$ cat src/rtl/frogger_game_state_if.sv
// frogger_game_state_if: bundle between the game-state controller and its environment (start/collided/frogger_y in, respawn/frog_enable/lives/score/game_over/state out)
interface frogger_game_state_if #(parameter int SCORE_WIDTH = 8);
  logic start;
  logic collided;
  logic [5:0] frogger_y;
  logic respawn;
  logic frog_enable;
  logic [2:0] lives;
  logic [SCORE_WIDTH-1:0] score;
  logic game_over;
  logic [1:0] state;
  modport master (output start, collided, frogger_y, input respawn, frog_enable, lives, score, game_over, state);
  modport slave (input start, collided, frogger_y, output respawn, frog_enable, lives, score, game_over, state);
endinterface

$ cat src/rtl/frogger_game_state.sv
// frogger_game_state: lives/score/respawn/game-over controller; ports clk, rst (async high), ifc slave (start, collided, frogger_y in; respawn, frog_enable, lives, score, game_over, state out)
module frogger_game_state #(
  parameter int START_LIVES = 3,
  parameter int RESPAWN_TICKS = 12_500_000,
  parameter int GOAL_Y = 0,
  parameter int SCORE_WIDTH = 8
) (
  input logic clk,
  input logic rst,
  frogger_game_state_if.slave ifc
);
  localparam int TW = RESPAWN_TICKS > 1 ? $clog2(RESPAWN_TICKS) : 1;
  typedef enum logic [1:0] {IDLE = 2'd0, PLAY = 2'd1, DYING = 2'd2, OVER = 2'd3} state_t;
  state_t st;
  logic [TW-1:0] timer;
  logic coll_prev, respawn, frog_enable, game_over;
  logic [2:0] lives;
  logic [SCORE_WIDTH-1:0] score;
  logic coll_evt, goal;
  assign coll_evt = ifc.collided & ~coll_prev;
  // respawn high means the mover has not yet reloaded Y, so the goal row reading is stale
  assign goal = ifc.frogger_y == 6'(GOAL_Y) && !respawn;
  assign ifc.respawn = respawn;
  assign ifc.frog_enable = frog_enable;
  assign ifc.lives = lives;
  assign ifc.score = score;
  assign ifc.game_over = game_over;
  assign ifc.state = st;
  always_ff @(posedge clk or posedge rst)
    if (rst) begin
      st <= IDLE;
      timer <= '0;
      coll_prev <= 1'b0;
      respawn <= 1'b0;
      frog_enable <= 1'b0;
      game_over <= 1'b0;
      lives <= 3'(START_LIVES);
      score <= '0;
    end else begin
      coll_prev <= ifc.collided;
      respawn <= 1'b0;
      case (st)
        IDLE, OVER:
          if (ifc.start) begin
            st <= PLAY;
            frog_enable <= 1'b1;
            game_over <= 1'b0;
            respawn <= 1'b1;
            lives <= 3'(START_LIVES);
            score <= '0;
          end
        PLAY:
          if (coll_evt) begin
            st <= DYING;
            frog_enable <= 1'b0;
            lives <= lives != 3'd0 ? lives - 3'd1 : 3'd0;
            timer <= TW'(RESPAWN_TICKS - 1);
          end else if (goal) begin
            score <= &score ? score : score + 1'b1;
            respawn <= 1'b1;
          end
        DYING:
          if (timer != '0) timer <= timer - 1'b1;
          else if (lives == 3'd0) begin
            st <= OVER;
            game_over <= 1'b1;
          end else begin
            st <= PLAY;
            frog_enable <= 1'b1;
            respawn <= 1'b1;
          end
        default: begin
          st <= IDLE;
          frog_enable <= 1'b0;
          game_over <= 1'b0;
        end
      endcase
    end
endmodule

$ cat src/flat_wrapper.sv
// flat-port wrapper written by rule: the top's interface ports become plain ports
module frogger_game_state_flat 
#(
  parameter int START_LIVES = 3,
  parameter int RESPAWN_TICKS = 12_500_000,
  parameter int GOAL_Y = 0,
  parameter int SCORE_WIDTH = 8
)
  (clk, rst, ifc_start, ifc_collided, ifc_frogger_y, ifc_respawn, ifc_frog_enable, ifc_lives, ifc_score, ifc_game_over, ifc_state);
  frogger_game_state_if #(.SCORE_WIDTH(SCORE_WIDTH)) ifc_i ();
  input logic clk;
  input logic rst;
  input wire logic [$bits(ifc_i.start)-1:0] ifc_start;
  input wire logic [$bits(ifc_i.collided)-1:0] ifc_collided;
  input wire logic [$bits(ifc_i.frogger_y)-1:0] ifc_frogger_y;
  output wire logic [$bits(ifc_i.respawn)-1:0] ifc_respawn;
  output wire logic [$bits(ifc_i.frog_enable)-1:0] ifc_frog_enable;
  output wire logic [$bits(ifc_i.lives)-1:0] ifc_lives;
  output wire logic [$bits(ifc_i.score)-1:0] ifc_score;
  output wire logic [$bits(ifc_i.game_over)-1:0] ifc_game_over;
  output wire logic [$bits(ifc_i.state)-1:0] ifc_state;
  assign ifc_i.start = ifc_start;
  assign ifc_i.collided = ifc_collided;
  assign ifc_i.frogger_y = ifc_frogger_y;
  assign ifc_respawn = ifc_i.respawn;
  assign ifc_frog_enable = ifc_i.frog_enable;
  assign ifc_lives = ifc_i.lives;
  assign ifc_score = ifc_i.score;
  assign ifc_game_over = ifc_i.game_over;
  assign ifc_state = ifc_i.state;
  frogger_game_state #(.START_LIVES(START_LIVES), .RESPAWN_TICKS(RESPAWN_TICKS), .GOAL_Y(GOAL_Y), .SCORE_WIDTH(SCORE_WIDTH)) u_core (.clk(clk), .rst(rst), .ifc(ifc_i));
endmodule
$ cat config.mk
export PLATFORM = sky130hd
export DESIGN_NAME = frogger_game_state_flat
export DESIGN_NICKNAME = d
export VERILOG_FILES = /design/src/rtl/frogger_game_state_if.sv /design/src/rtl/frogger_game_state.sv /design/src/flat_wrapper.sv
export SDC_FILE = /design/constraint.sdc
export NUM_CORES = 1
export LEC_CHECK = 0
export ABC_CLOCK_PERIOD_IN_PS = 4000
export BUFFER_PORTS_ARGS = -buffer_cell sky130_fd_sc_hd__buf_2
export CORE_MARGIN = 2
export CORE_UTILIZATION = 45
export CTS_CLUSTER_SIZE = 8
export DETAILED_ROUTE_END_ITERATION = 16
export PLACE_DENSITY = 0.62
export SLEW_MARGIN = 20
export SYNTH_ARGS = -nofsm -noshare
export SYNTH_HDL_FRONTEND = slang
export SYNTH_SLANG_ARGS = --single-unit
$ cat constraint.sdc
create_clock -name clk -period 4 [get_ports clk]
set_clock_uncertainty 0.05 [all_clocks]
set_input_delay 0.4 -clock clk [delete_from_list [all_inputs] [get_ports clk]]
set_output_delay 0.4 -clock clk [all_outputs]
set_load 0.03 [all_outputs]
==> Flow_metrics.wiki <==
{| class="wikitable"
! Metric !! Value
|-
| Result of the run || completed
|-
| RR Startpoint || u_core.timer[2]
|-
| Worst Setup Start Kind || flip-flop
|-
| Relative area change from synthesis to final layout || 12.79%
|-
| Transition time of the tightest slew-check pin || 0.6700 ns
|-
| Aggregate global-route resource usage || 19.67%
|-
| Floorplan die height || 76.40 µm
|-
| Chip width || 76.40 µm
|-
| Post-CTS Hold Fix Bufs || 0
|-
| Worst-path maximum fanout || 11
|-
| Wire length per cell after detailed routing || 15.08 µm
|-
| Final hold violations || 0
|-
| Aggregate routed wire length || 5.340 mm
|-
| Setup repair after global routing missed its margin || false
|-
| Drc violations || 0
|-
| Setup bufs post-CTS || 0
|-
| Fin. max-slew vios || 0
|-
| Pleak || 1.037 nW
|-
| Antenna diodes || 0
|-
| Largest net degree at the start of global routing || 42
|-
| Number of enable-type register cells in the synthesized netlist || 0
|-
| Clock latency at the later pin of the worst-skew pair || 0.30 ns
|-
| Sequential element share of the synthesized area || 43.61%
|-
| Number of violations of the max-capacitance limit || 0
|-
| Detailed Routing Iterations Pass 1 || 4
|-
| Number of warnings reported in the yosys synthesis log || 0
|-
| Peak supply drop || 0.3527 mV
|-
| Number of gates given a new drive strength after cts || 0
|-
| Number of I/O port buffers || 25
|-
| Number of fillers in the final layout || 500
|-
| Post-synth design cell area || 0.002359 mm²
|-
| Count of cell types in the netlist || 51
|-
| Setup tns final || 0 ns
|-
| Total setup violations reported at the end of the flow || 0
|-
| Cell type contributing the most total cell area after synthesis || sky130_fd_sc_hd__dfrtp_1
|-
| Starting Density || 46.47%
|-
| Largest cells by area after synthesis || sky130_fd_sc_hd__dfrtp_1, sky130_fd_sc_hd__a21oi_1, sky130_fd_sc_hd__nand3_1
|-
| Post-layout min period || 2.619 ns
|-
| I/O pin count || 26
|-
| Critical path endpoint category || flip-flop
|-
| CORE AREA || 0.005075 mm²
|-
| Detail-routed via count per cell || 5.695
|-
| Total number of H-tree levels || 2
|-
| Arrival time of the worst setup path || 2.73 ns
|-
| Wire length of the first global-routing pass || 9.377 mm
|-
| Routed vias || 2016
|-
| Share of the synthesized area in the top cell type || 41.38%
|-
| Number of cells in the finished layout apart from fillers || 354
|-
| Synthesized flop and latch total || 41
|-
| Top cells by count, synth || sky130_fd_sc_hd__dfrtp_1, sky130_fd_sc_hd__nor2_1, sky130_fd_sc_hd__a21oi_1, sky130_fd_sc_hd__nand3_1, sky130_fd_sc_hd__nand2_1
|-
| Dpl hpwl || 3.806 mm
|-
| Detail Route Antenna Nets || 0
|-
| Most frequent cell after synthesis || sky130_fd_sc_hd__dfrtp_1
|-
| TritonCTS sink count || 41
|-
| Vias in the first global route || 1926
|-
| Die area || 0.005836 mm²
|-
| Initial drt markers || 93
|-
| Layout cells sized above 1 || 19.01%
|-
| Synthesized area per cell || 9.285 µm²
|-
| Maximum clock insertion buffer count || 2
|-
| Required time of the critical path || 4.12 ns
|-
| Number of nets in the synthesized netlist || 269
|-
| Fmax || 381.9 MHz
|-
| Power density relative to cell area || 516.4 mW/mm²
|-
| Synth Flop Type || sky130_fd_sc_hd__dfrtp_1
|-
| Number of clock buffers inserted by TritonCTS || 5
|-
| Ys async rst share || 100.0%
|-
| Synthesized netlist cell count || 254
|-
| Clock tree from TritonCTS || done
|-
| Worst Path Class, Setup || reg2reg
|-
| Final critical-path share of the clock period || 65.46%
|-
| Final Wtd Congestion || 0.7907
|-
| Root buffer cell || sky130_fd_sc_hd__clkbuf_8
|-
| Overflow left after global routing || 0
|-
| Worst hold path type || in2async
|-
| Setup crit start || u_core.timer[2]
|-
| Cells after DPL || 347
|-
| Number of core rows || 26
|-
| Reg clk slew, reported paths || 0.08 ns
|-
| Number of antenna violations at the first check in global routing || 0
|-
| Slew margin rel. || 54.92%
|-
| Final nets || 299
|}
[cell usage in the layout (no fill, tap or decap), drive strengths merged, types with 6 or more instances in the layout]
cell	count
nand3	17
buf	30
or4	13
dfrtp	39
nor4	12
clkbuf	7
inv	10
xnor2	6
nand4	6
nor2	22
nand2	15
nor3	7
or3	8
o21ai	13
nand2b	6
a21oi	17
o31ai	10
[sequential cells by signal (all words and copies together), names as in the netlist]
name	flops
u_core.ifc.score	8
u_core.ifc.state	2
u_core.timer	24
u_core.ifc.lives	3
u_core.ifc.respawn	1
u_core.ifc.frog_enable	1
u_core.ifc.game_over	1
u_core.coll_prev	1
[worst max-delay path, cell delays in order (launching register included)]
cell and delay (ns):
sky130_fd_sc_hd__dfrtp_1 0.42, sky130_fd_sc_hd__or3_2 0.52, sky130_fd_sc_hd__or4_4 0.58, sky130_fd_sc_hd__o31ai_4 0.40
sky130_fd_sc_hd__nor3_1 0.09, sky130_fd_sc_hd__or3b_2 0.44
[cell families after synthesis]
kind of cell | share of synthesized area [%]
xor+xnor | 2.228
mux | 2.175
buf+inv | 3.077
flops | 43.61
compound gates | 18.67
simple gates | 27.59
fa+ha+maj | 2.653
[report_power, final]
group	leakage, nW	total, mW	internal [mW]	switching, mW
clock network	0.0443	0.276	0.137	0.139
logic	0.521	0.602	0.187	0.414
registers	0.472	0.496	0.461	0.0350
[through the flow]
step	hold slack (ns)	power, mW	util, %	instance area (µm²)	setup slack, ns
6_report	0.1617	1.374	52.42	2660	1.381
5_1_grt	0.1747	1.471	52.42	2660	1.205
4_1_cts	0.1728	1.382	52.42	2660	1.383
3_5_place_dp	0.4774	1.104	50.71	2574	1.404
3_3_place_gp	0.4733	1.101	50.71	2574	1.429
2_1_floorplan	0.3814	0.9462	-	2359	1.514
[cell type report]
cell class,count,area [µm²],share of cell area [%]
clock buffer,7,86.33,3.246
inverter,10,37.54,1.411
multi-input combinational,196,1257,47.27
sequential,41,1028,38.66
tap,70,87.58,3.293
timing repair buffer,30,162.7,6.115
[per-layer routing]
layer	vias to the layer above	track usage, %	wire, µm
met5	-	0	0
met4	0	4.909	48
met3	4	3.673	156
met2	25	31.06	2436
met1	957	28.02	2699
li1	1030	-	-
[final timing paths]
kind | to | slack (ns) | cells after the start
worst max register to register | u_core.timer[3] | 1.38 | 5
max in group asynchronous | u_core.ifc.lives[0] | 3.35 | 3
worst max-delay path | u_core.timer[3] | 1.38 | 5
worst min register to register | u_core.ifc.frog_enable | 0.50 | 2
min in group clk | u_core.coll_prev | 0.18 | 1
worst min-delay path | u_core.ifc.score[4] | 0.16 | 3
Power figures use the tool's default switching activity.
